**src/rtl/pool_if.sv**
```systemverilog
// Pool RAM port bundle: read side into the conv_1 map, write side into the pooled map.
interface pool_if;
    logic [14:0] poor_addrb;
    logic        poor_doutb;
    logic [12:0] pool_addra;
    logic        pool_dina;
    logic        pool_wea;

    modport master (
        output poor_addrb,
        input  poor_doutb,
        output pool_addra,
        output pool_dina,
        output pool_wea
    );

    modport slave (
        input  poor_addrb,
        output poor_doutb,
        input  pool_addra,
        input  pool_dina,
        input  pool_wea
    );
endinterface

```
**src/rtl/pool_1.sv**
```systemverilog
// 2x2 binary max-pool (OR of four taps) over CH maps of IN_W x IN_W, 6 cycles per output.
// Optional macro POOL1_ONES_CNT_EN adds the ones_cnt output counting written 1 pixels.
//
// state  | meaning
// S_IDLE | waiting for a conv1_over rising edge
// S_RD   | 4 cycles, issue taps (2r,2c) (2r,2c+1) (2r+1,2c) (2r+1,2c+1)
// S_CAP  | absorb tap-3 data, load write port
// S_WR   | write pulse, advance pcol/prow/ch
// S_DONE | pass complete, pool1_over held
module pool_1 #(
    parameter int CH   = 6,
    parameter int IN_W = 64
) (
    input  logic        clk,
    input  logic        rst,
    input  logic        conv1_over,
    pool_if.master      bus,
    output logic        pool1_start,
    output logic        pool1_over
`ifdef POOL1_ONES_CNT_EN
    ,
    output logic [12:0] ones_cnt
`endif
);
    localparam int LOG_W = $clog2(IN_W);
    localparam int LOG_P = LOG_W - 1;
    localparam int CH_W  = (CH > 1) ? $clog2(CH) : 1;

    typedef enum logic [2:0] {S_IDLE, S_RD, S_CAP, S_WR, S_DONE} state_t;

    state_t           r_state;
    logic [CH_W-1:0]  r_ch;
    logic [LOG_P-1:0] r_prow;
    logic [LOG_P-1:0] r_pcol;
    logic [1:0]       r_tap;
    logic             r_acc;
    logic             r_conv_d;
    logic             r_armed;
    logic [14:0]      r_rd_addr;
    logic [12:0]      r_wr_addr;
    logic             r_dina;
    logic             r_wea;
    logic             r_start;
    logic             r_over;
`ifdef POOL1_ONES_CNT_EN
    logic [12:0]      r_ones_cnt;
`endif

    logic             w_start;
    logic             w_last_col;
    logic             w_last_row;
    logic             w_last_ch;
    logic             w_last;
    logic [CH_W-1:0]  w_nxt_ch;
    logic [LOG_P-1:0] w_nxt_prow;
    logic [LOG_P-1:0] w_nxt_pcol;

    function automatic logic [14:0] f_rd_addr(input logic [CH_W-1:0] ch,
                                              input logic [LOG_P-1:0] prow,
                                              input logic [LOG_P-1:0] pcol,
                                              input logic [1:0] tap);
        logic [31:0] a;
        a = (32'(ch) << (2 * LOG_W)) | (32'({prow, tap[1]}) << LOG_W) | 32'({pcol, tap[0]});
        return a[14:0];
    endfunction

    function automatic logic [12:0] f_wr_addr(input logic [CH_W-1:0] ch,
                                              input logic [LOG_P-1:0] prow,
                                              input logic [LOG_P-1:0] pcol);
        logic [31:0] a;
        a = (32'(ch) << (2 * LOG_P)) | (32'(prow) << LOG_P) | 32'(pcol);
        return a[12:0];
    endfunction

    // r_armed keeps a level held high through reset release from looking like an edge
    assign w_start    = conv1_over & ~r_conv_d & r_armed;
    assign w_last_col = (r_pcol == {LOG_P{1'b1}});
    assign w_last_row = (r_prow == {LOG_P{1'b1}});
    assign w_last_ch  = (r_ch == CH_W'(CH - 1));
    assign w_last     = w_last_col & w_last_row & w_last_ch;

    always_comb begin
        w_nxt_pcol = r_pcol + 1'b1;
        w_nxt_prow = r_prow;
        w_nxt_ch   = r_ch;
        if (w_last_col) begin
            w_nxt_prow = r_prow + 1'b1;
            if (w_last_row) begin
                w_nxt_ch = r_ch + 1'b1;
            end
        end
    end

    always_ff @(posedge clk) begin
        if (rst) begin
            r_state    <= S_IDLE;
            r_ch       <= '0;
            r_prow     <= '0;
            r_pcol     <= '0;
            r_tap      <= '0;
            r_acc      <= 1'b0;
            r_conv_d   <= 1'b0;
            r_armed    <= 1'b0;
            r_rd_addr  <= '0;
            r_wr_addr  <= '0;
            r_dina     <= 1'b0;
            r_wea      <= 1'b0;
            r_start    <= 1'b0;
            r_over     <= 1'b0;
`ifdef POOL1_ONES_CNT_EN
            r_ones_cnt <= '0;
`endif
        end else begin
            r_conv_d <= conv1_over;
            r_armed  <= 1'b1;
            r_wea    <= 1'b0;
            case (r_state)
                S_IDLE, S_DONE: begin
                    if (w_start) begin
                        r_state   <= S_RD;
                        r_start   <= 1'b1;
                        r_over    <= 1'b0;
                        r_ch      <= '0;
                        r_prow    <= '0;
                        r_pcol    <= '0;
                        r_tap     <= '0;
                        r_rd_addr <= '0;
`ifdef POOL1_ONES_CNT_EN
                        r_ones_cnt <= '0;
`endif
                    end
                end
                S_RD: begin
                    // data arriving during tap 0 belongs to the previous window
                    if (r_tap == 2'd0) begin
                        r_acc <= 1'b0;
                    end else begin
                        r_acc <= r_acc | bus.poor_doutb;
                    end
                    r_tap <= r_tap + 2'd1;
                    if (r_tap == 2'd3) begin
                        r_state <= S_CAP;
                    end else begin
                        r_rd_addr <= f_rd_addr(r_ch, r_prow, r_pcol, r_tap + 2'd1);
                    end
                end
                S_CAP: begin
                    r_acc     <= r_acc | bus.poor_doutb;
                    r_dina    <= r_acc | bus.poor_doutb;
                    r_wr_addr <= f_wr_addr(r_ch, r_prow, r_pcol);
                    r_wea     <= 1'b1;
                    r_state   <= S_WR;
                end
                S_WR: begin
`ifdef POOL1_ONES_CNT_EN
                    if (r_dina) begin
                        r_ones_cnt <= r_ones_cnt + 13'd1;
                    end
`endif
                    if (w_last) begin
                        r_state <= S_DONE;
                        r_start <= 1'b0;
                        r_over  <= 1'b1;
                    end else begin
                        r_state   <= S_RD;
                        r_ch      <= w_nxt_ch;
                        r_prow    <= w_nxt_prow;
                        r_pcol    <= w_nxt_pcol;
                        r_tap     <= '0;
                        r_rd_addr <= f_rd_addr(w_nxt_ch, w_nxt_prow, w_nxt_pcol, 2'd0);
                    end
                end
                default: r_state <= S_IDLE;
            endcase
        end
    end

    assign bus.poor_addrb = r_rd_addr;
    assign bus.pool_addra = r_wr_addr;
    assign bus.pool_dina  = r_dina;
    assign bus.pool_wea   = r_wea;
    assign pool1_start    = r_start;
    assign pool1_over     = r_over;
`ifdef POOL1_ONES_CNT_EN
    assign ones_cnt       = r_ones_cnt;
`endif
endmodule

```
**src/flat_wrapper.sv**
```systemverilog
// flat-port wrapper written by rule: the top's interface ports become plain ports
module pool_1_flat 
#(
    parameter int CH   = 6,
    parameter int IN_W = 64
)
  (clk, rst, conv1_over, pool1_start, pool1_over, bus_poor_addrb, bus_poor_doutb, bus_pool_addra, bus_pool_dina, bus_pool_wea);
  pool_if bus_i ();
  input  logic clk;
  input  logic rst;
  input  logic conv1_over;
  output logic pool1_start;
  output logic pool1_over;
  output wire logic [$bits(bus_i.poor_addrb)-1:0] bus_poor_addrb;
  input wire logic [$bits(bus_i.poor_doutb)-1:0] bus_poor_doutb;
  output wire logic [$bits(bus_i.pool_addra)-1:0] bus_pool_addra;
  output wire logic [$bits(bus_i.pool_dina)-1:0] bus_pool_dina;
  output wire logic [$bits(bus_i.pool_wea)-1:0] bus_pool_wea;
  assign bus_poor_addrb = bus_i.poor_addrb;
  assign bus_i.poor_doutb = bus_poor_doutb;
  assign bus_pool_addra = bus_i.pool_addra;
  assign bus_pool_dina = bus_i.pool_dina;
  assign bus_pool_wea = bus_i.pool_wea;
  pool_1 #(.CH(CH), .IN_W(IN_W)) u_core (.clk(clk), .rst(rst), .conv1_over(conv1_over), .bus(bus_i), .pool1_start(pool1_start), .pool1_over(pool1_over));
endmodule
```
**config.mk**
```make
export PLATFORM = sky130hd
export DESIGN_NAME = pool_1_flat
export DESIGN_NICKNAME = d
export VERILOG_FILES = /design/src/rtl/pool_if.sv /design/src/rtl/pool_1.sv /design/src/flat_wrapper.sv
export SDC_FILE = /design/constraint.sdc
export NUM_CORES = 1
export LEC_CHECK = 0
export BUFFER_PORTS_ARGS = -buffer_cell sky130_fd_sc_hd__buf_2
export CAP_MARGIN = 30
export CORE_MARGIN = 1.5
export CORE_UTILIZATION = 35
export DETAILED_ROUTE_END_ITERATION = 7
export HOLD_SLACK_MARGIN = 0.08
export PLACE_DENSITY = 0.53
export SLEW_MARGIN = 0
export SYNTH_ARGS = -nofsm -noshare
export SYNTH_HDL_FRONTEND = slang
export SYNTH_SLANG_ARGS = --single-unit
```
**constraint.sdc**
```tcl
create_clock -name clk -period 2.2 [get_ports clk]
set_input_delay 0.44 -clock clk [delete_from_list [all_inputs] [get_ports clk]]
set_output_delay 0.44 -clock clk [all_outputs]
set_load 0.01 [all_outputs]
```
Word-level counts from Yosys, hierarchy flattened
Index checks and enable logic that the tools add are counted.

Register bits after elaboration: 53. Latch bits: 0. RAM bits: 0. Bits in read-only memories: 0. Input port bits: 4. Output and inout port bits: 32. Logic and storage cells: 86. Memories: 0.

Add/sub/neg operators: 4. Multipliers: 0. Div/mod/pow operators: 0. $lt $le $gt $ge: 0. Equal/unequal tests: 13. Shift operators: 0. Multiplexer cells: 32. Bitwise operators: 12. Reduce and logical (&&, ||, !) cells: 11.

Operator list (count): 2-to-1 mux 15 bit (3); one-hot mux 15 bit (3 select lines) (1); OR 15 x 12 -> 15 bit (2); OR 15 x 6 -> 15 bit (2); 2-to-1 mux 3 bit (7); 2-to-1 mux 5 bit (4); one-hot mux 5 bit (2 select lines) (2); OR 13 x 10 -> 13 bit (1); OR 13 x 5 -> 13 bit (1); one-hot mux 3 bit (4 select lines) (1); adder 5 x 1 -> 5 bit (second input constant) (2); equality test 5 bit (second input constant) (2); AND reduction 3 bit (3); 2-to-1 mux 1 bit (7); equality test 3 x 2 -> 1 bit (second input constant) (2); equality test 3 bit (second input constant) (2); != test 2 x 1 -> 1 bit (second input constant) (3); one-hot mux 1 bit (2 select lines) (3); one-hot mux 2 bit (3 select lines) (1); one-hot mux 3 bit (2 select lines) (1); bitwise AND 1 bit (4); 2-to-1 mux 2 bit (2); != test 2 bit (second input constant) (2); AND reduction 4 bit (1); 12 further kinds (13).

Logic depth before layout (Yosys ltp)
Gate-level depths: netlist of run 1.

Word-level depth: 7. Gate-level depth with buffers: 9. Gate-level depth less buffers: 7.

Worst setup path after synthesis of run 1
Ideal clock, no wire load.

Path kind: flip-flop to flip-flop. Start point: register u_core.r_prow[0]. End point: register u_core.r_rd_addr[7] (netlist: u_core.bus.poor_addrb[7]). Library setup time: 0.132 ns. Arrival time: 1.819 ns. Required time: 2.068 ns. Setup slack: 0.249 ns. Stages on the path, launching flop included: 10. Path buffers: 2. Period minus slack after synthesis: 1.951 ns. Cell sequence: dfxtp_1 -> ha_1 -> and3_1 -> ha_1 -> nand4_1 -> buf_2 -> a211o_1 -> buf_4 -> nand4_1 -> a21oi_1.

Cells in the longest elaborated chain, start to end: 6. Elaborated cells between the ends (all ways): 14. Those cells by class: 1 x add/sub; 2 x eq/ne; 4 x mux; 6 x bitwise; 1 x reduce/logical.

Ends and longest elaborated chain: start, declared (RTL line pool_1.sv:33) `logic [LOG_P-1:0] r_prow;`; start signal, assigned (RTL line pool_1.sv:167) `r_prow <= w_nxt_prow;`; adder 5 x 1 -> 5 bit (RTL line pool_1.sv:87) `w_nxt_prow = r_prow + 1'b1;`; 2-to-1 mux 5 bit (RTL line pool_1.sv:86) `if (w_last_col) begin`; OR 15 x 12 -> 15 bit (RTL line pool_1.sv:63) `a = (32'(ch) << (2 * LOG_W)) | (32'({prow, tap[1]}) << LOG_W) | 32'({pcol, tap[0]});`; OR 15 x 6 -> 15 bit (RTL line pool_1.sv:63); 2-to-1 mux 15 bit (RTL line pool_1.sv:160) `if (w_last) begin`; one-hot mux 15 bit (3 select lines) (RTL line pool_1.sv:117) `case (r_state)`; end signal, assigned (RTL line pool_1.sv:144) `r_rd_addr <= f_rd_addr(r_ch, r_prow, r_pcol, r_tap + 2'd1);`; end signal, assigned (RTL line pool_1.sv:170) `r_rd_addr <= f_rd_addr(w_nxt_ch, w_nxt_prow, w_nxt_pcol, 2'd0);`; end, declared (RTL line pool_1.sv:39) `logic [14:0] r_rd_addr;`.

Several ways; a longest one is shown, not always the timed one. The select of a mux whose other input is x is not followed. A chain may end at the register's enable or synchronous reset.

Worst setup path after layout of run 1
Start point: register u_core.r_prow[1]. End point: register u_core.r_rd_addr[6] (netlist: u_core.bus.poor_addrb[6]).

Cells in the longest elaborated chain, start to end: 5.

Ends and longest elaborated chain: equality test 5 bit (RTL line pool_1.sv:78) `assign w_last_row = (r_prow == {LOG_P{1'b1}});`; bitwise AND 1 bit (2 in a row) (RTL line pool_1.sv:80) `assign w_last = w_last_col & w_last_row & w_last_ch;`; != test 2 bit (no line); AND reduction 4 bit (no line).

No other way between the ends.

==> metrics, run 1 <==
count of pins on the block boundary 36; depth of the worst register-to-register path 9; startpoint of the tightest hold check path conv1_over; Routed Antenna Nets 0; buffer levels on the longest clock path 2; slowest cell delay on critical path 0.39 ns; Area Growth Syn to Fin 17.3%; final net count 347; sequential fraction of the synthesis area 43.4%; Power per Cell Area 554 nW/µm²; number of max-cap violations 0; count of cells along the worst hold path 2; final number of hold-violating endpoints 0; share of flip-flops with an asynchronous set or reset after synthesis 0%; Max stage delay cell, worst path sky130_fd_sc_hd__dfxtp_1; Ant. Diodes 0; overall overflow remaining after global route 0; syn avg cell area 8.29 µm²; number of warnings reported in the yosys synthesis log 0; setup repair after global routing missed its margin false; Synth Instances 295; via count of the first global-routing pass 2,002; Critical Path End Type flop; Post-Route Utilization 42.2%; share of power burned in combinational logic 6.1%; portion of synthesized cell area occupied by the leading cell type 43.4%; Layout Skew 0.00855 ns; via total after detailed routing 2,213; I/O Buffers 35; share of layout cells above drive strength 1 21.6%; area used by multi-input combinational logic 1280 µm²; worst-path maximum fanout 6; highest ir drop seen on vdd 0.249 mV; final setup violating endpoints 0; Final period util 91.1%; Register Area 1060 µm²; Total GRT Usage 16.8%; antenna violations before repair 0; routed length per placed instance 14.1 µm; Slew Limit Headroom 69.9%; Final Total Pwr 1.59 mW; setup tns final 0 ns; Worst Hold Path EP u_core.r_conv_d; leakage component of the power 1.18 nW; placer's final routability congestion estimate 0.800; Slew Limit Fails 0; Clk network pwr share 32.9%; count of state elements after synthesis 53; number of design-rule violations left by the first detailed-router iteration 99; class of the tightest hold or removal check in2reg; Initial Util 36.0%; number of buffers added by the clock tree synthesis step 5; clock-pin slew reported for the worst setup and hold paths after clock tree synthesis 0.09 ns; total routed wirelength 6060 µm; setup slack of the worst register-to-register path 0.20 ns; height of the chip 86.6 µm; Total Die Area 7500 µm²; final HPWL from detailed placement 4270 µm; DRC violation count after routing 0; status finished clean; internal power 1.21 mW; category of the most critical setup path reg2reg; number of detailed-routing iterations run before antenna repair 4; Chip Width 86.6 µm; cell types occupying the most area after synthesis sky130_fd_sc_hd__dfxtp_1 43%, sky130_fd_sc_hd__a21oi_1 8.8%, sky130_fd_sc_hd__nand2_1 7.2%; largest net degree at the start of global routing 41; launch point of the worst reg-to-reg path u_core.r_prow[1]; area of the core 6790 µm²; clock network latency to the later pin of the worst-skew pair 0.31 ns; total clock sinks 53; num rows 30; net switching fraction of the power 24.0%; TritonCTS clock tree done; Via-to-Cell Ratio 5.15; H-tree levels 2; cells traversed along the worst timing path ha_1 > and3_1 > ha_1 > nand4_1 > buf_4 > a211oi_4 > buf_4 > o21ai_0 > a21oi_1; sequential share of power 61.0%; transition at the pin with the smallest max-transition slack 0.451 ns; Worst setup SP type flop; critical path required time 2.45 ns; dominant synthesized flop cell sky130_fd_sc_hd__dfxtp_1; fill cell total of the finished layout 723; post-synthesis cell type count 42; Critical Path AT 2.25 ns; count of hold buffers inserted by post-cts repair 0; FF-to-FF End u_core.bus.poor_addrb[6]; Tmin final 2.00 ns; number of enable-type register cells in the synthesized netlist 0; clk root buf sky130_fd_sc_hd__clkbuf_8; Post-Synthesis Net Count 307; Max Fclk 499 MHz; area leader, netlist sky130_fd_sc_hd__dfxtp_1; global-route wire length before repair 9930 µm; combined area of all synthesized cells 2450 µm²; Net Sw Power 0.382 mW; timing startpoint of the critical path u_core.r_prow[1]
## flip-flops by register name, indices dropped and copies added, names as in the netlist, 2 cells and up
register,cells
u_core.r_tap,2
u_core.r_pcol,5
u_core.bus.poor_addrb,15
u_core.r_prow,5
u_core.bus.pool_addra,13
u_core.r_state,3
u_core.r_ch,3
## repair_timing
action,in CTS,in global routing
setup buffers,0,1
setup endpoints to repair,1,27
resized for setup,1,3
pin swaps,0,0
## power by group through the flow
stage | registers (mW) | clock network [mW] | logic (mW)
6_report | 0.970 | 0.523 | 0.0962
5_1_grt | 0.972 | 0.578 | 0.107
4_1_cts | 0.970 | 0.540 | 0.0963
3_5_place_dp | 0.992 | 0 | 0.0959
3_3_place_gp | 0.993 | 0 | 0.0961
2_1_floorplan | 0.993 | 0 | 0.0617
## synthesized netlist by cell type, types with 3 or more instances
master and count:
sky130_fd_sc_hd__and3_1 8, sky130_fd_sc_hd__clkbuf_1 9, sky130_fd_sc_hd__inv_1 5, sky130_fd_sc_hd__nand3_1 10
sky130_fd_sc_hd__nand2_1 47, sky130_fd_sc_hd__nor3_1 4, sky130_fd_sc_hd__mux2_2 4, sky130_fd_sc_hd__o21ai_0 12
sky130_fd_sc_hd__ha_1 8, sky130_fd_sc_hd__dfxtp_1 53, sky130_fd_sc_hd__nand4_1 15, sky130_fd_sc_hd__a211oi_1 5
sky130_fd_sc_hd__xnor2_1 5, sky130_fd_sc_hd__o21ai_1 6, sky130_fd_sc_hd__xor2_1 3, sky130_fd_sc_hd__nor2_1 11
sky130_fd_sc_hd__buf_2 9, sky130_fd_sc_hd__a21oi_1 43, sky130_fd_sc_hd__nand2b_1 3, sky130_fd_sc_hd__nor2b_1 3
sky130_fd_sc_hd__buf_4 3
## layer usage
layer	vias to the layer above	share of wire (%)	GRT usage, %
met3	8	4.1	3.62
met4	0	1.1	5.13
met5	-	0	0
met2	52	42	24.3
met1	1034	53	24.8
li1	1119	-	-
## cells in the final DEF (no fill, tap or decap), drive strengths merged, types with 4 or more instances in the layout
cell type	n
a211oi	6
buf	54
inv	5
clkbuf	5
dfxtp	53
o21ai	18
nor2	13
ha	8
a21oi	43
nand4	15
nor3	5
nand3	10
mux2	4
nand2	47
and3	8
xnor2	5
## through the flow
| step | hold WS, ns | std cells | worst slack (ns) | area (µm²) |
|---|---|---|---|---|
| 6_report | 0.354 | 430 | 0.197 | 2870 |
| 5_1_grt | 0.385 | 430 | 0.0287 | 2870 |
| 4_1_cts | 0.354 | 429 | 0.00696 | 2850 |
| 3_5_place_dp | 0.436 | 423 | 0.0177 | 2780 |
| 3_3_place_gp | 0.439 | 423 | 0.0632 | 2780 |
| 2_1_floorplan | 0.456 | 295 | 0.249 | 2450 |
## critical path, delay by kind of cell (launching register included)
kind                     cells  cell delay, ns
AO/OA/AOI/OAI                3            0.49
adder cells (fa/ha/maj)      2            0.40
buffers and inverters        2            0.38
flip-flops                   1            0.39
AND/OR/NAND/NOR              2            0.27
## kinds of logic (layout without fill, tap and decap cells)
group,after synthesis,in the layout,synth area share [%]
multiplexers,6,6,2.66
AO/OA/AOI/OAI,79,79,18.7
XOR/XNOR,8,8,2.86
adder cells (fa/ha/maj),8,8,4.09
flip-flops,53,53,43.4
buffers and inverters,26,65,4.91
AND/OR/NAND/NOR,115,115,23.4
## layout make-up
type,count,share of cell area (%)
Multi-Input combinational cell,216,44.5
Sequential cell,53,37.0
Timing Repair Buffer,54,11.1
Tap cell,96,4.19
Clock buffer,5,2.40
Inverter,5,0.654
Clock inverter,1,0.174
## how the worst max path moves through the flow
| stage | cells past startpoint | endpoint | slack, ns |
|---|---|---|---|
| after detailed placement | 7 | u_core.bus.poor_addrb[4] | 0.02 |
| after global placement | 7 | u_core.bus.poor_addrb[4] | 0.06 |
| after floorplan | 9 | u_core.bus.poor_addrb[7] | 0.25 |
| after CTS | 8 | u_core.r_pcol[0] | 0.007 |
| after global routing | 9 | u_core.bus.poor_addrb[6] | 0.03 |
| final | 9 | u_core.bus.poor_addrb[6] | 0.20 |
(Power assumes the default switching activity.)
==> run 2, diff against run 1 <==
--- a/config.mk
+++ b/config.mk
@@ -12,6 +12,7 @@
 export DETAILED_ROUTE_END_ITERATION = 7
 export HOLD_SLACK_MARGIN = 0.08
 export PLACE_DENSITY = 0.53
+export REMOVE_ABC_BUFFERS = 1
 export SLEW_MARGIN = 0
 export SYNTH_ARGS = -nofsm -noshare
 export SYNTH_HDL_FRONTEND = slang
==> run 2 against run 1 <==
Effect of this change:
- setup slack got worse by 0.045 ns
- critical path type unchanged
- sequential share of layout area shrank 0.49 points
- cell count rose by 0.23%
- worst hold slack improved by 0.0092 ns
- maximum frequency is 2.2% lower
==> metrics, run 2 (synthesis gave the netlist of run 1 again) <==
status finished clean; smallest setup slack after layout 0.152 ns (-0.0449 ns); sequential share of power 55.2% (-5.8 points); commonest cells after routing, fill and taps aside 53 x sky130_fd_sc_hd__dfxtp_1, 47 x sky130_fd_sc_hd__nand2_1, 43 x sky130_fd_sc_hd__a21oi_1; H-tree levels 2 (unchanged); Clk network pwr share 39.8% (+6.9 points); area used by multi-input combinational logic 1270 µm² (-0.49%); routed length per placed instance 13.8 µm (-2.3%); number of detailed-routing iterations run before antenna repair 4 (unchanged); Max Fclk 488 MHz (-2.2%); TritonCTS clock tree done; net switching fraction of the power 22.7% (-1.3 points); class of the tightest hold or removal check in2reg; FF-to-FF End u_core.bus.poor_addrb[6]; number of buffers added by the clock tree synthesis step 5 (unchanged); Slew Limit Fails 0 (unchanged); fill cell total of the finished layout 690 (-4.6%); flip-flop count of the largest register, all copies and words added 15 (unchanged); leakage component of the power 1.19 nW (+0.88%); number of max-cap violations 0 (unchanged); Ant. Diodes 0 (unchanged); via total after detailed routing 2,190 (-1.0%); clock-pin slew reported for the worst setup and hold paths after clock tree synthesis 0.09 ns (about the same); worst slack after detailed placement 0.0502 ns (+0.0325 ns); Hold Worst Slack 0.363 ns (+0.00924 ns); Total Die Area 7500 µm² (unchanged); Net Sw Power 0.400 mW (+4.7%); worst-path maximum fanout 8 (+2); placer's final routability congestion estimate 0.859 (+7.3%); critical path required time 2.44 ns (about the same); area of the core 6790 µm² (unchanged); launch point of the worst reg-to-reg path u_core.r_prow[1]; Via-to-Cell Ratio 5.08 (-1.3%); DRC violation count after routing 0 (unchanged); cell count after placement 422 (-0.24%); internal power 1.36 mW (+13%); Tmin final 2.05 ns (+0.0449 ns); via count of the first global-routing pass 2,021 (+0.95%); Power per Cell Area 607 nW/µm² (+9.6%); share of layout cells above drive strength 1 21.5% (-0.064 points); Layout Skew 0.0124 ns (+0.00382 ns); final setup violating endpoints 0 (unchanged); Chip Width 86.6 µm (unchanged); Area Growth Syn to Fin 18.7%; height of the chip 86.6 µm (unchanged); Initial Util 36.0% (unchanged); commonest non-fill, non-tap cell in the layout sky130_fd_sc_hd__dfxtp_1; Routed Antenna Nets 0 (unchanged); Critical Path AT 2.29 ns (+0.04 ns); transition at the pin with the smallest max-transition slack 0.573 ns (+0.122 ns); global-route wire length before repair 9830 µm (-0.98%); share of power burned in combinational logic 5.0% (-1.1 points); I/O Buffers 35 (unchanged); depth of the worst register-to-register path 9 (unchanged); Register Area 1060 µm² (-0.12%); final number of hold-violating endpoints 0 (unchanged); Final Total Pwr 1.76 mW (+11%); antenna violations before repair 0 (unchanged); largest net degree at the start of global routing 32 (-22%); clk root buf sky130_fd_sc_hd__clkbuf_8; num rows 30 (unchanged); Worst Setup EP u_core.bus.poor_addrb[6]; final HPWL from detailed placement 4250 µm (-0.59%); category of the most critical setup path reg2reg; highest ir drop seen on vdd 0.234 mV (-6.3%); Slew Limit Headroom 61.8% (-8.1 points); number of design-rule violations left by the first detailed-router iteration 120 (+21%); Worst setup SP type flop; clock network latency to the later pin of the worst-skew pair 0.32 ns (about the same); setup repair after global routing missed its margin false; Critical Path End Type flop; Total GRT Usage 16.6% (-0.15 points); timing startpoint of the critical path u_core.r_prow[1]; final net count 346 (-0.29%); Final period util 93.1% (+2.0 points); count of pins on the block boundary 36 (unchanged); overall overflow remaining after global route 0 (unchanged); non-filler instance count after layout 431 (+0.23%); buffer levels on the longest clock path 2 (unchanged); total routed wirelength 5940 µm (-2.1%); total clock sinks 53 (unchanged); setup slack of the worst register-to-register path 0.15 ns (-0.04 ns)
## run 2: critical path, cell delays in order, from the launching register on
cell	delay, ns
sky130_fd_sc_hd__dfxtp_1	0.39
sky130_fd_sc_hd__ha_1	0.19
sky130_fd_sc_hd__and3_1	0.17
sky130_fd_sc_hd__ha_1	0.23
sky130_fd_sc_hd__nand4_1	0.11
sky130_fd_sc_hd__buf_4	0.18
sky130_fd_sc_hd__a211oi_4	0.27
sky130_fd_sc_hd__buf_4	0.21
sky130_fd_sc_hd__o21ai_0	0.08
sky130_fd_sc_hd__a21oi_1	0.16
## run 2: repair_timing
| item | in CTS | in global routing |
|---|---|---|
| resized for setup | 0 | 4 |
| hold buffers | 0 | 0 |
| buffers inserted | 0 | 1 |
| endpoints found under the setup margin | 0 | 21 |
## run 2: area by class of cell
class                   count  area share, %
clock buffers               6           2.84
repair buffers             53           10.8
clock inverters             2           1.29
multi-input cells         216           43.7
inverters                   5          0.646
well taps                  96           4.14
flip-flops and latches     53           36.5
## run 2: power groups by stage
stage | combinational (mW) | clock, mW | sequential [mW]
global route | 0.0987 | 0.764 | 0.976
CTS | 0.0880 | 0.730 | 0.974
global placement | 0.0872 | 0 | 0.996
floorplan | 0.0453 | 0 | 0.995
finish | 0.0875 | 0.701 | 0.974
detailed placement | 0.0877 | 0 | 0.996
## run 2: through the flow
step	utilization (%)	area (µm²)	setup TNS, ns
2_1_floorplan	-	2340	-0.00105
3_3_place_gp	40.7	2770	0
3_5_place_dp	40.7	2770	0
4_1_cts	42.5	2890	0
5_1_grt	42.7	2900	0
6_report	42.7	2900	0
## run 2: worst min-delay path by stage
stage | startpoint | to | slack [ns] | cells after the start
4_1_cts | conv1_over | u_core.r_conv_d | 0.36 | 2
3_5_place_dp | u_core.bus.poor_addrb[9] | u_core.bus.poor_addrb[9] | 0.44 | 2
5_1_grt | conv1_over | u_core.r_conv_d | 0.38 | 2
2_1_floorplan | u_core.r_pcol[4] | u_core.bus.pool_addra[4] | 0.45 | 2
3_3_place_gp | u_core.bus.poor_addrb[12] | u_core.bus.poor_addrb[12] | 0.44 | 2
6_report | conv1_over | u_core.r_conv_d | 0.36 | 2
## run 2: per-layer routing
layer	wire [µm]	track usage [%]	part of all wire (%)
met1	2790	21.9	47
met3	177	2.95	3.0
met2	2900	28.1	49
met4	67	4.40	1.1
met5	0	0	0
==> run 3, diff against run 2 <==
--- a/config.mk
+++ b/config.mk
@@ -8,10 +8,10 @@
 export BUFFER_PORTS_ARGS = -buffer_cell sky130_fd_sc_hd__buf_2
 export CAP_MARGIN = 30
 export CORE_MARGIN = 1.5
-export CORE_UTILIZATION = 35
+export CORE_UTILIZATION = 50
 export DETAILED_ROUTE_END_ITERATION = 7
 export HOLD_SLACK_MARGIN = 0.08
-export PLACE_DENSITY = 0.53
+export PLACE_DENSITY = 0.71
 export REMOVE_ABC_BUFFERS = 1
 export SLEW_MARGIN = 0
 export SYNTH_ARGS = -nofsm -noshare
==> run 3 against run 2 <==
Effect of this change:
- count of clock-buffer cells in the layout up 1
- flip-flop and latch count unchanged
- total power down 8.2%
- cell count down 7.4%
- critical path type unchanged
- wire length down 7.5%
- critical endpoint is now u_core.bus.poor_addrb[13]
- design area down 3.1%
- setup slack worse by 0.0095 ns
==> metrics, run 3 (synthesis gave the netlist of run 1 again) <==
Power per Cell Area 575 nW/µm² (-5.3%); smallest setup slack after layout 0.142 ns (-0.00954 ns); Area Growth Syn to Fin 15.0%; number of detailed-routing iterations run before antenna repair 4 (unchanged); clk root buf sky130_fd_sc_hd__clkbuf_8; count of pins on the block boundary 36 (unchanged); commonest non-fill, non-tap cell in the layout sky130_fd_sc_hd__dfxtp_1; share of layout cells above drive strength 1 20.2% (-1.3 points); global-route wire length before repair 9080 µm (-7.6%); cells traversed along the worst timing path ha_1 > and3_1 > ha_1 > nand4_1 > buf_4 > a211oi_4 > buf_4 > nor2_2 > mux2i_1; buffer levels on the longest clock path 2 (unchanged); placer's final routability congestion estimate 0.826 (-3.9%); final setup violating endpoints 0 (unchanged); class of the tightest hold or removal check in2reg; area used by multi-input combinational logic 1270 µm² (-0.30%); flip-flop count of the largest register, all copies and words added 15 (unchanged); Max Fclk 486 MHz (-0.46%); Layout Skew 0.00754 ns (-0.00482 ns); Initial Util 51.8% (+16 points); final net count 344 (-0.58%); Via-to-Cell Ratio 5.50 (+8.2%); overall overflow remaining after global route 0 (unchanged); routed length per placed instance 13.8 µm (about the same); status finished clean; worst slack after detailed placement 0.0677 ns (+0.0176 ns); antenna violations before repair 0 (unchanged); fill cell total of the finished layout 436 (-37%); worst-path maximum fanout 7 (-1); height of the chip 72.9 µm (-16%); post-route standard cell area excluding fillers 2810 µm² (-3.1%); Register Area 1060 µm² (+0.12%); via count of the first global-routing pass 1,959 (-3.1%); num rows 25 (-17%); largest net degree at the start of global routing 34 (+6.3%); clock network latency to the later pin of the worst-skew pair 0.31 ns (about the same); non-filler instance count after layout 399 (-7.4%); slowest cell delay on critical path 0.37 ns (-0.02 ns); cell count after placement 390 (-7.6%); Tmin final 2.06 ns (+0.00954 ns); Slew Limit Fails 0 (unchanged); Slew Limit Headroom 62.3% (+0.47 points); total routed wirelength 5490 µm (-7.5%); highest ir drop seen on vdd 0.332 mV (+42%); commonest cells after routing, fill and taps aside 52 x sky130_fd_sc_hd__dfxtp_1, 47 x sky130_fd_sc_hd__nand2_1, 43 x sky130_fd_sc_hd__a21oi_1; Chip Width 72.9 µm (-16%); Critical path buffers and inverters 2 (unchanged); Ant. Diodes 0 (unchanged); via total after detailed routing 2,194 (+0.18%); DRC violation count after routing 0 (unchanged); Routed Antenna Nets 0 (unchanged); leakage component of the power 1.16 nW (-2.2%); Final period util 93.5% (+0.43 points); H-tree levels 2 (unchanged); number of design-rule violations left by the first detailed-router iteration 156 (+30%); Total GRT Usage 22.0% (+5.3 points); placed cell area 2710 µm² (-2.1%); number of max-cap violations 0 (unchanged); clock-pin slew reported for the worst setup and hold paths after clock tree synthesis 0.09 ns (about the same); Total Die Area 5320 µm² (-29%); final number of hold-violating endpoints 0 (unchanged); number of buffers added by the clock tree synthesis step 5 (unchanged); I/O Buffers 35 (unchanged); Worst setup SP type flop; Post-Route Utilization 59.5% (+17 points); TritonCTS clock tree done; Max stage delay cell, worst path sky130_fd_sc_hd__dfxtp_2; Critical Path AT 2.25 ns (-0.04 ns); Final Total Pwr 1.62 mW (-8.2%); total clock sinks 53 (unchanged); Critical Path End Type flop; final HPWL from detailed placement 3850 µm (-9.3%); category of the most critical setup path reg2reg; Largest delay share family, worst path adder cells; area of the core 4720 µm² (-30%); critical path required time 2.39 ns (-0.05 ns); transition at the pin with the smallest max-transition slack 0.566 ns (-0.00710 ns); setup repair after global routing missed its margin false
==> run 3: per-stage QoR <==
step                hold slack, ns   TNS, ns
global route                 0.354         0
finish                       0.358         0
global placement             0.436         0
floorplan                    0.450  -0.00105
detailed placement           0.442         0
CTS                          0.355         0
==> run 3: where the power goes <==
group / switching, mW / internal [mW]
logic: 0.0592 / 0.0248
registers: 0.00766 / 0.966
clock network: 0.309 / 0.251
total: 0.376 / 1.24
==> run 3: timing repair <==
item,4_1_cts,5_1_grt
hold buffers,0,0
cloned,0,0
setup buffers,1,1
setup endpoints to repair,1,13
pin swaps,1,1
gates resized for setup,0,2
==> run 3: worst paths after layout <==
| check | end | slack [ns] | from | depth (start not counted) |
|---|---|---|---|---|
| worst min register to register | u_core.bus.poor_addrb[9] | 0.45 | u_core.bus.poor_addrb[9] | 2 |
| worst min-delay path | u_core.r_conv_d | 0.36 | conv1_over | 2 |
| worst max-delay path | u_core.bus.poor_addrb[13] | 0.14 | u_core.r_prow[1] | 9 |
| worst max register to register | u_core.bus.poor_addrb[13] | 0.14 | u_core.r_prow[1] | 9 |
==> run 3: per-layer routing <==
metal / GRT usage, % / wire length, µm / part of all wire (%)
met1: 28.1 / 2520 / 46
met2: 36.4 / 2630 / 48
met3: 4.28 / 217 / 4.0
met4: 8.81 / 126 / 2.3
met5: 0 / 0 / 0
==> run 3: layout make-up <==
| type | count | area share (%) |
|---|---|---|
| Clock buffer | 7 | 3.07 |
| Inverter | 5 | 0.667 |
| Multi-Input combinational cell | 216 | 45.0 |
| Sequential cell | 53 | 37.8 |
| Tap cell | 67 | 2.98 |
| Timing Repair Buffer | 51 | 10.5 |
